--- src/rtl/fifo_flex_pkg.sv ---
// Shared types and width helpers for the flexible single-clock FIFO.
//   cnt_w(depth)  : bits needed to hold an occupancy of 0..depth
//   ptr_w(depth)  : bits needed to address depth entries (at least 1)
//   fifo_status_t : registered status flag bundle
package fifo_flex_pkg;

    // Occupancy counter width: must represent the value DEPTH itself.
    function automatic int unsigned cnt_w(input int unsigned depth);
        return $clog2(depth + 1);
    endfunction

    // Pointer width: never zero, even for tiny depths.
    function automatic int unsigned ptr_w(input int unsigned depth);
        int unsigned w;
        w = $clog2(depth);
        return (w < 1) ? 1 : w;
    endfunction

    typedef struct packed {
        logic full;
        logic empty;
        logic almost_full;
        logic almost_empty;
    } fifo_status_t;

endpackage : fifo_flex_pkg

--- src/rtl/fifo_wrap_ptr.sv ---
// Modulo-DEPTH pointer that advances by one on inc_i.
//   clk, rst : clock, asynchronous active-high reset (pointer -> 0)
//   inc_i    : advance request
//   ptr_o    : current pointer value, always in 0..DEPTH-1
module fifo_wrap_ptr
    import fifo_flex_pkg::*;
#(
    parameter int unsigned DEPTH = 4
) (
    input  logic                      clk,
    input  logic                      rst,
    input  logic                      inc_i,
    output logic [ptr_w(DEPTH)-1:0]   ptr_o
);

    localparam int unsigned PW   = ptr_w(DEPTH);
    localparam int unsigned LAST = DEPTH - 1;

    logic [PW-1:0] ptr_q;
    logic [PW-1:0] ptr_d;

    // Explicit wrap at DEPTH-1 so non-power-of-two depths work.
    always_comb begin
        ptr_d = ptr_q;
        if (inc_i) begin
            if (ptr_q == PW'(LAST)) begin
                ptr_d = '0;
            end else begin
                ptr_d = ptr_q + PW'(1);
            end
        end
    end

    always_ff @(posedge clk or posedge rst) begin
        if (rst) begin
            ptr_q <= '0;
        end else begin
            ptr_q <= ptr_d;
        end
    end

    assign ptr_o = ptr_q;

endmodule : fifo_wrap_ptr

--- src/rtl/fifo_flex.sv ---
// Single-clock FIFO with parametrised width/depth, programmable almost
// thresholds, occupancy count and sticky overflow/underflow flags.
//   clk, rst          : clock, asynchronous active-high reset
//   in_write_ctrl     : write request, data on in_write_data
//   in_read_ctrl      : read request, head appears on out_read_data next cycle
//   in_clear_err      : clears sticky error flags (a same-cycle set wins)
//   out_read_data     : registered read data, holds between reads
//   out_read_valid    : one-cycle pulse when out_read_data was updated
//   out_count         : occupancy
//   out_is_full/out_is_empty/out_almost_full/out_almost_empty : status
//   out_overflow      : sticky, a write was dropped
//   out_underflow     : sticky, a read was rejected
module fifo_flex
    import fifo_flex_pkg::*;
#(
    parameter int unsigned WIDTH     = 8,
    parameter int unsigned DEPTH     = 4,
    parameter int unsigned AF_THRESH = 3,
    parameter int unsigned AE_THRESH = 1
) (
    input  logic                      clk,
    input  logic                      rst,
    input  logic                      in_write_ctrl,
    input  logic [WIDTH-1:0]          in_write_data,
    input  logic                      in_read_ctrl,
    input  logic                      in_clear_err,
    output logic [WIDTH-1:0]          out_read_data,
    output logic                      out_read_valid,
    output logic [cnt_w(DEPTH)-1:0]   out_count,
    output logic                      out_is_full,
    output logic                      out_is_empty,
    output logic                      out_almost_full,
    output logic                      out_almost_empty,
    output logic                      out_overflow,
    output logic                      out_underflow
);

    localparam int unsigned CW = cnt_w(DEPTH);
    localparam int unsigned PW = ptr_w(DEPTH);

    // Elaboration-time parameter sanity checks.
    if (WIDTH < 1) begin : g_bad_width
        $error("fifo_flex: WIDTH must be >= 1");
    end
    if (DEPTH < 2) begin : g_bad_depth
        $error("fifo_flex: DEPTH must be >= 2");
    end
    if ((AF_THRESH < 1) || (AF_THRESH > DEPTH)) begin : g_bad_af
        $error("fifo_flex: AF_THRESH must be in 1..DEPTH");
    end
    if (AE_THRESH > DEPTH - 1) begin : g_bad_ae
        $error("fifo_flex: AE_THRESH must be in 0..DEPTH-1");
    end

    localparam fifo_status_t STATUS_RST = '{
        full:         1'b0,
        empty:        1'b1,
        almost_full:  1'b0,
        almost_empty: 1'b1
    };

    logic [WIDTH-1:0]   mem_q [DEPTH];

    logic [PW-1:0]      wr_ptr;
    logic [PW-1:0]      rd_ptr;

    logic [CW-1:0]      count_q;
    logic [CW-1:0]      count_d;
    fifo_status_t       status_q;
    fifo_status_t       status_d;
    logic [WIDTH-1:0]   rd_data_q;
    logic [WIDTH-1:0]   rd_data_d;
    logic               rd_valid_q;
    logic               rd_valid_d;
    logic               ovf_q;
    logic               ovf_d;
    logic               udf_q;
    logic               udf_d;

    logic               rd_acc;
    logic               wr_acc;

    // Acceptance: no read bypass on empty; a full FIFO takes a write only
    // alongside a read, which frees the head slot at the same edge.
    assign rd_acc = in_read_ctrl & ~status_q.empty;
    assign wr_acc = in_write_ctrl & (~status_q.full | in_read_ctrl);

    fifo_wrap_ptr #(
        .DEPTH (DEPTH)
    ) u_wr_ptr (
        .clk   (clk),
        .rst   (rst),
        .inc_i (wr_acc),
        .ptr_o (wr_ptr)
    );

    fifo_wrap_ptr #(
        .DEPTH (DEPTH)
    ) u_rd_ptr (
        .clk   (clk),
        .rst   (rst),
        .inc_i (rd_acc),
        .ptr_o (rd_ptr)
    );

    // Storage is deliberately not reset.
    always_ff @(posedge clk) begin
        if (wr_acc) begin
            mem_q[wr_ptr] <= in_write_data;
        end
    end

    // Next occupancy, status derived from it so flags track out_count.
    always_comb begin
        count_d = count_q;
        if (wr_acc && !rd_acc) begin
            count_d = count_q + CW'(1);
        end else if (rd_acc && !wr_acc) begin
            count_d = count_q - CW'(1);
        end

        status_d              = STATUS_RST;
        status_d.full         = (count_d == CW'(DEPTH));
        status_d.empty        = (count_d == '0);
        status_d.almost_full  = (count_d >= CW'(AF_THRESH));
        status_d.almost_empty = (count_d <= CW'(AE_THRESH));
    end

    // Read data path and sticky errors; a set event beats a clear.
    always_comb begin
        rd_data_d  = rd_data_q;
        rd_valid_d = rd_acc;
        if (rd_acc) begin
            rd_data_d = mem_q[rd_ptr];
        end

        ovf_d = ovf_q & ~in_clear_err;
        udf_d = udf_q & ~in_clear_err;
        if (in_write_ctrl && !wr_acc) begin
            ovf_d = 1'b1;
        end
        if (in_read_ctrl && !rd_acc) begin
            udf_d = 1'b1;
        end
    end

    always_ff @(posedge clk or posedge rst) begin
        if (rst) begin
            count_q    <= '0;
            status_q   <= STATUS_RST;
            rd_data_q  <= '0;
            rd_valid_q <= 1'b0;
            ovf_q      <= 1'b0;
            udf_q      <= 1'b0;
        end else begin
            count_q    <= count_d;
            status_q   <= status_d;
            rd_data_q  <= rd_data_d;
            rd_valid_q <= rd_valid_d;
            ovf_q      <= ovf_d;
            udf_q      <= udf_d;
        end
    end

    assign out_read_data    = rd_data_q;
    assign out_read_valid   = rd_valid_q;
    assign out_count        = count_q;
    assign out_is_full      = status_q.full;
    assign out_is_empty     = status_q.empty;
    assign out_almost_full  = status_q.almost_full;
    assign out_almost_empty = status_q.almost_empty;
    assign out_overflow     = ovf_q;
    assign out_underflow    = udf_q;

endmodule : fifo_flex

--- config.mk ---
export PLATFORM = sky130hd
export DESIGN_NAME = fifo_flex
export DESIGN_NICKNAME = d
export VERILOG_FILES = /design/src/rtl/fifo_flex_pkg.sv /design/src/rtl/fifo_wrap_ptr.sv /design/src/rtl/fifo_flex.sv
export SDC_FILE = /design/constraint.sdc
export NUM_CORES = 1
export LEC_CHECK = 0
export CAP_MARGIN = 20
export CORE_ASPECT_RATIO = 0.7
export CORE_UTILIZATION = 49
export CTS_BUF_LIST = sky130_fd_sc_hd__clkbuf_8
export DETAILED_ROUTE_END_ITERATION = 7
export PLACE_DENSITY_LB_ADDON = 0.1
export SKIP_LAST_GASP = 1
export SYNTH_ARGS = -nofsm -noshare
export SYNTH_HDL_FRONTEND = slang
export SYNTH_HIERARCHICAL = 1
export SYNTH_SLANG_ARGS = --single-unit
--- constraint.sdc ---
create_clock -name clk -period 2.3 [get_ports clk]
set_input_delay 0.46 -clock clk [delete_from_list [all_inputs] [get_ports clk]]
set_output_delay 0.46 -clock clk [all_outputs]
set_load 0.02 [all_outputs]
== Yosys cells after proc, flatten, opt, wreduce, memory -nomap -nowiden ==
Memories as Yosys holds them, arrays and structs flattened. A register that Yosys moved wholly into a read port is not among the register bits.
Index checks and enable logic that the tools add are counted.

* Equality and inequality tests: 3
* Muxes and demuxes: 8
* $lt $le $gt $ge: 2
* Bitwise gates (word level): 8
* $add $sub $neg: 4
* Reduce and logical (&&, ||, !) cells: 7

{| class="wikitable"
|+ Operators with widths
! cell !! count
|-
| $mux W3 || 2
|-
| $add A2 B1 Y2 const B || 2
|-
| $and A1 B1 Y1 || 4
|-
| $eq A2 B2 Y1 const B || 2
|-
| $logic_and A1 B1 Y1 || 4
|-
| $mux W1 || 4
|-
| $mux W2 || 2
|-
| $add A3 B1 Y3 const B || 1
|-
| $eq A3 B3 Y1 const B || 1
|-
| $ge A3 B2 Y1 const B || 1
|-
| $le A3 B1 Y1 const B || 1
|-
| $logic_not A3 Y1 || 1
|-
| $not A1 Y1 || 3
|-
| $sub A3 B1 Y3 const B || 1
|-
| $logic_not A1 Y1 || 2
|-
| $or A1 B1 Y1 || 1
|}

* Memory bits (writable): 32
* Register bits after elaboration: 14
* Input port bits: 13
* Word-level logic and storage cells: 43
* Memories: 1

{| class="wikitable"
|+ Memories
! memory !! depth !! bits a word !! rd ports !! clocked after memory_dff !! wr ports !! RTL line !! RTL
|-
| mem_q || 4 || 8 || 1 || 1 || 1 || fifo_flex.sv:62 || <nowiki>logic [WIDTH-1:0] mem_q [DEPTH];</nowiki>
|}

== Logic depth before layout (Yosys ltp) ==
Gate-level depths: netlist (run 1).

* Word-level depth: 8
* Depth in mapped cells: 6
* Mapped depth without buffers: 6

== Cells and area by module ==
Netlist (run 1), hierarchy kept.

{| class="wikitable"
|+ By module, submodules not included
! module !! area each (µm²) !! instances !! sequential area each (µm²) !! cells an instance
|-
| fifo_flex || 1994.4 || 1 || 1413.9 || 109
|-
| fifo_wrap_ptr || 97.6 || 2 || 50.0 || 7
|}

== Worst setup path before layout (run 1) ==
No wires, ideal clock.

* Path type: flip-flop to flip-flop
* Start: reg status_q, in the netlist out_is_full
* End: mem mem_q[1][0], enable pin
* Path buffers: 0
* Data arrival time: 1.458 ns
* Setup slack: 0.457 ns
* Library setup time: 0.385 ns
* Required time: 1.915 ns
* Stages on the path, launching flop included: 4
* Path through: dfrtp_1 -> or2b_2 -> nand2_1 -> nor3b_1

* Word-level cells in the longest chain between the ends: 5

{| class="wikitable"
|+ RTL lines
! element !! RTL line !! RTL
|-
| start, declared || fifo_flex.sv:69 || <nowiki>fifo_status_t status_q;</nowiki>
|-
| start signal, assigned || fifo_flex.sv:157 || <nowiki>status_q <= status_d;</nowiki>
|-
| $not A1 Y1 || fifo_flex.sv:86 || <nowiki>assign wr_acc = in_write_ctrl & (~status_q.full | in_read_ctrl);</nowiki>
|-
| $or A1 B1 Y1 || fifo_flex.sv:86 ||
|-
| $and A1 B1 Y1 || fifo_flex.sv:86 ||
|-
| $mux W1 || fifo_flex.sv:108 || <nowiki>if (wr_acc) begin</nowiki>
|-
| $mux W1 (implied by the code) || fifo_flex.sv:109 || <nowiki>mem_q[wr_ptr] <= in_write_data;</nowiki>
|-
| end, declared || fifo_flex.sv:62 ||
|}

Every way passes these cells.

== Worst setup path in the final report (run 1) ==
* Start: reg status_q, in the netlist out_is_empty
* End: out out_is_empty

{| class="wikitable"
|+ RTL lines
! element !! RTL line !! RTL
|-
| end, declared || fifo_flex.sv:31 || <nowiki>output logic out_is_empty,</nowiki>
|}

No word-level cell between the ends.

==> results of run 1 <==
[cells in the mapped netlist (2+ instances only)]
| master | instances |
|---|---|
| and3_1 | 2 |
| dfrtp_1 | 20 |
| nand2b_1 | 3 |
| mux2_2 | 8 |
| edfxtp_1 | 32 |
| dfstp_2 | 2 |
| ha_1 | 4 |
| inv_1 | 9 |
| o22ai_1 | 2 |
| nand2_1 | 3 |
| mux2i_1 | 2 |
| xnor2_1 | 2 |
| mux4_2 | 8 |
| nor3b_1 | 2 |
| o21ai_0 | 2 |
| nor2_1 | 3 |
| mux2_4 | 2 |
[worst max-delay path by stage]
stage / from / end / depth (start not counted)
finish: out_is_empty / out_is_empty / 1
global route: out_is_empty / out_is_empty / 1
CTS: out_is_empty / out_is_empty / 1
detailed placement: in_write_ctrl / mem_q[3][1] / 4
global placement: in_write_ctrl / mem_q[3][4] / 4
floorplan: out_is_full / mem_q[1][0] / 3
[placed cells by master, fill, tap and decap left out, types with 2 or more instances in the layout]
master,count
and3_1,2
buf_4,9
clkbuf_8,5
clkdlybuf4s50_1,30
dfrtp_1,20
dfstp_2,2
edfxtp_1,32
ha_1,4
inv_1,11
mux2_2,8
mux2_4,2
mux2i_1,2
mux4_2,8
nand2_1,3
nand2b_1,3
nor2_1,3
nor3b_1,2
o21ai_0,2
o22ai_1,2
xnor2_1,2
[logic make-up after synthesis]
logic type / count (synthesis) / share of synthesized area [%]
AOI/OAI and AO/OA: 10 / 3.66
xor gates and xnor gates: 3 / 1.54
adders and majority gates: 5 / 2.80
buffers and inverters: 13 / 2.80
DFF: 54 / 69.1
muxes: 20 / 14.6
and+or+nand+nor: 18 / 5.43
[power groups by stage]
stage	Sequential (mW)	Combinational [mW]	Clock (mW)
final	1.54	1.24	0.600
after global routing	1.58	1.33	0.661
after CTS	1.55	1.25	0.616
after detailed placement	1.57	1.24	0
after global placement	1.55	1.21	0
after floorplan	1.63	0.696	0
[metal layers]
metal / vias to the layer above / wire, um / global-route usage, % / share of wire, %
met2: 26 / 1660 / 26.2 / 45
met4: 0 / 51 / 6.77 / 1.4
met1: 594 / 1830 / 25.7 / 50
met5: - / 0 / 0 / 0
li1: 536 / - / - / -
met3: 7 / 132 / 5.67 / 3.6
[sequential cells by signal, indices dropped and copies added, names as in the netlist]
signal            count
mem_q                32
out_read_data         8
out_count             3
u_rd_ptr/ptr_o        2
u_wr_ptr/ptr_o        2
out_almost_empty      1
out_almost_full       1
out_is_empty          1
out_is_full           1
out_overflow          1
out_read_valid        1
out_underflow         1
[final cells by class]
class	count	area [um^2]	share of cell area, %
sequential	54	1510	56.0
multi-input combinational	56	614	22.7
timing repair buffer	39	368	13.6
clock buffer	5	68.8	2.55
tap	52	65.1	2.41
clock inverter	3	37.5	1.39
inverter	9	33.8	1.25
==> impl_metrics.toml, run 1 <==
[run_status]
status = "complete, no violations"

[die]
io_pins = 31
fp.dieW_um = 81.9
start_util_pct = 53.5
rows = 19
core_area_mm2 = 0.00409
fp.dieArea_mm2 = 0.00474
die_h_um = 57.9

[critical_path]
path_cells = "clkdlybuf4s50_1"
critPathLaunchType = "flop"
r2r_setup_slack_ns = 0.55
worstPathRequired_ns = 1.84
crit_type = "flop to output pin"
cpLargestDelayFamily = "buffers and inverters"
slowest_delay_ns = 0.63
cpMaxStageDelayCell = "clkdlybuf4s50_1"
crit_fanout = 5
path_buf_inv = 1
r2r-end = "out_read_data[1]"
cp.arrival_ns = 1.54
r2r_cells = 2
cp-end-kind = "output pin"
r2r-start = "u_rd_ptr/ptr_o[0]"

[clocking]
cts_tree = "yes"
postCtsHoldBufs = 0
cts.sinks = 54
cts.path.max_buffers = 2
clock-root-buffer = "clkbuf_8"
cts_buffers = 5
htree_levels = 2
postCtsResizedCells = 0
post_cts_buffers = 0
clock_latency_ns = 0.30
clk_pin_slew_ns = 0.09

[power_and_ir_drop]
vdd_ir_drop_max_mv = 0.770
power.switching_mw = 1.04
netSwitchingFraction_pct = 31.0
pwr-share-comb_pct = 36.6
p_per_area_mw_per_mm2 = 1250
internal-power_mw = 2.33
power.share.sequential_pct = 45.6
power_mw = 3.37
clkPwrFrac_pct = 17.8
leakage_nw = 1.05

[run]
maxCapViolations = 0

[synthesis]
synth_seq_cells = 54
synthesis.nets = 140
synth.distinct_cells = 34
seq_area_frac_synth_pct = 69.1
syn_area_mm2 = 0.00219
ys_async_sr_fraction_pct = 40.7
syn_area_per_cell_um2 = 17.8
synth_top_area_share_pct = 43.9
synthTopCellsByArea = "edfxtp_1, dfrtp_1, mux4_2, mux2_2, dfstp_2"
yosys.area.top_type = "edfxtp_1"
synth-edff-count = 32
yosysWarnings = 6
synth-main-ff-cell = "edfxtp_1"
synthCells = 123

[routing]
vias = 1163
ant_nets = 0
vias_per_cell = 5.33
drt_iter0_drc = 74
finalWirelength_um = 3680
drc_errors = 0
firstDrtPassIters = 4
wl_per_cell_um = 16.9

[final_layout]
fin_nets = 182
syn2layout_area_growth_pct = 23.4
nFillCells = 299
antenna_cells = 0
fin_cells = 218
post_route_cells_drive_above_1_share_pct = 25.9
fin_area_mm2 = 0.00270
utilization_pct = 66.1

[timing]
finalCritPeriodShare_pct = 87.1
timing.final.max_slew_violations = 0
period_needed_ns = 2.00
finClkSkew_ns = 0.0103
worst_pin_slew_ns = 0.619
fin_tns_setup_ns = 0
hold_ws_ns = 0.381
grt_setup_unrepaired = "false"
fmax_mhz = 499
hold_viol_final = 0
slew_headroom_pct = 58.8
setup_viol = 0
final.setup.worst_slack_ns = 0.297

[global_routing]
grtUsageTotal_pct = 18.0
antenna_found_initial = 0
overflow = 0
grt_pass1_wl_um = 5910
grt_max_degree = 19
grt_pass1_vias = 1175

[placed_design]
dp_hpwl_um = 2640
place_inst = 210
place_ws_ns = 0.103
port_buffers = 30
routabilityCongestion = 0.968
place_area_mm2 = 0.00259

[hold_path]
hold_path.class = "input port to asynchronous set/reset pin"
Note: power is estimated with default switching activity, not from simulation.
==> run 2, diff against run 1 <==
==> constraint.sdc (replaced) <==
create_clock -name clk -period 1.65 [get_ports clk]
set_input_delay 0.33 -clock clk [delete_from_list [all_inputs] [get_ports clk]]
set_output_delay 0.33 -clock clk [all_outputs]
set_load 0.02 [all_outputs]
==> run 2 against run 1 <==
Net effect:
- sequential share of layout area fell by 2.3 points
- core utilization rose by 2.9 points
- via count rose by 1.8%
- clock skew fell by 0.0029 ns
- critical path depth did not move
- cell area rose by 4.4%
- sequential power rose by 36%
- global-route usage rose by 1.3 points
- worst setup slack got worse by 0.25 ns
- critical path type unchanged
- critical endpoint is now out_read_data[4]
- largest power group unchanged
==> impl_metrics.toml, run 2 (synthesized netlist as in run 1, its figures left out) <==
[die]
die_h_um = 57.9
fp.dieW_um = 81.9
rows = 19
start_util_pct = 53.5
io_pins = 31
core_area_mm2 = 0.00409
fp.dieArea_mm2 = 0.00474

[final_layout]
top_register = "mem_q"
antenna_cells = 0
fin_nets = 192
final_cell_mix = "edfxtp_1, clkdlybuf4s50_1, dfrtp_1"
largest_reg_flops = 32
post_route_cells_drive_above_1_share_pct = 34.1
fin_cells = 228
final_common_cell = "edfxtp_1"
syn2layout_area_growth_pct = 28.7
fin_area_mm2 = 0.00282
utilization_pct = 68.9

[placed_design]
place_area_mm2 = 0.00270
routabilityCongestion = 0.821
port_buffers = 30
place_inst = 220
dp_hpwl_um = 2840

[clocking]
postCtsHoldBufs = 0
cts_tree = "yes"
cts_buffers = 5
htree_levels = 2
clock_latency_ns = 0.30
cts.path.max_buffers = 2
clock-root-buffer = "clkbuf_8"
cts.sinks = 54
clk_pin_slew_ns = 0.09

[routing]
finalWirelength_um = 3870
wl_per_cell_um = 17.0
ant_nets = 0
firstDrtPassIters = 4
vias_per_cell = 5.19
drt_iter0_drc = 78
drc_errors = 0
vias = 1184

[timing]
fmax_mhz = 624
finClkSkew_ns = 0.00740
worst_pin_slew_ns = 0.458
period_needed_ns = 1.60
finalCritPeriodShare_pct = 97.2
hold_ws_ns = 0.329
hold_viol_final = 0
setup_viol = 0
slew_headroom_pct = 69.5
grt_setup_unrepaired = "false"
fin_tns_setup_ns = 0
timing.final.max_slew_violations = 0

[critical_path]
crit_type = "flop to output pin"
crit_cells = 1
cp-end-kind = "output pin"
crit_fanout = 2
path_buf_inv = 1
cp.arrival_ns = 1.27
r2r_cells = 5
path_cells = "clkdlybuf4s50_1"
cpLargestDelayFamily = "buffers and inverters"
critPathLaunchType = "flop"
slowest_delay_ns = 0.62
worstPathRequired_ns = 1.32
cpMaxStageDelayCell = "clkdlybuf4s50_1"

[power_and_ir_drop]
vdd_ir_drop_max_mv = 1.09
p_per_area_mw_per_mm2 = 1700
leakage_nw = 1.17

[global_routing]
grtUsageTotal_pct = 19.4
antenna_found_initial = 0
grt_pass1_vias = 1237
grt_pass1_wl_um = 6410
grt_max_degree = 17
overflow = 0

[run_status]
status = "complete, no violations"

[hold_path]
hold_path.class = "input port to asynchronous set/reset pin"

[run]
maxCapViolations = 0
run 2: metrics by stage:
stage | total power [mW] | worst slack, ns
after global routing | 5.06 | 0.00242
after floorplan | 3.25 | 0.0369
final | 4.78 | 0.0465
after global placement | 3.96 | -0.228
after CTS | 4.84 | 0.0190
after detailed placement | 4.02 | -0.296
run 2: cell type report:
class | count | area, um^2
Sequential cell | 54 | 1520
Fill cell | 294 | 1270
Multi-Input combinational cell | 56 | 634
Timing Repair Buffer | 49 | 460
Clock buffer | 5 | 68.8
Tap cell | 52 | 65.1
Clock inverter | 3 | 41.3
Inverter | 9 | 33.8
run 2: path summary, 6_finish.rpt:
path / startpoint / to / slack, ns
worst max-delay path: out_read_data[4] / out_read_data[4] / 0.05
worst min-delay path: rst / u_rd_ptr/ptr_o[0] / 0.33
worst max register to register: out_is_empty / out_is_full / 0.12
worst min register to register: out_read_data[2] / out_read_data[2] / 0.51
max in group asynchronous: rst / out_is_empty / 0.89
min in group clk: out_read_data[2] / out_read_data[2] / 0.51
run 2: worst register-to-register path, delay by kind of cell, from the launching register on:
kind	cells	cell delay (ns)
flops	1	0.60
simple gates	3	0.47
compound gates	1	0.20
xor+xnor	1	0.19
run 2: timing repair:
item	CTS	global route
pin swaps	0	2
cloned	0	0
setup endpoints to repair	6	13
endpoints found under the hold margin	0	0
buffers inserted	0	0
gates resized for setup	6	9
run 2: power by group:
part / total (mW) / internal, mW / switching [mW]
clock: 0.856 / 0.447 / 0.409
combinational: 1.83 / 1.01 / 0.820
sequential: 2.10 / 1.84 / 0.261
total: 4.78 / 3.29 / 1.49
run 2: layer usage:
| layer | vias to the layer above | share of wire [%] | track usage [%] |
|---|---|---|---|
| li1 | 559 | - | - |
| met1 | 600 | 51 | 28.3 |
| met2 | 21 | 45 | 28.3 |
| met3 | 4 | 3.4 | 5.04 |
| met4 | 0 | 0.98 | 6.77 |
| met5 | - | 0 | 0 |
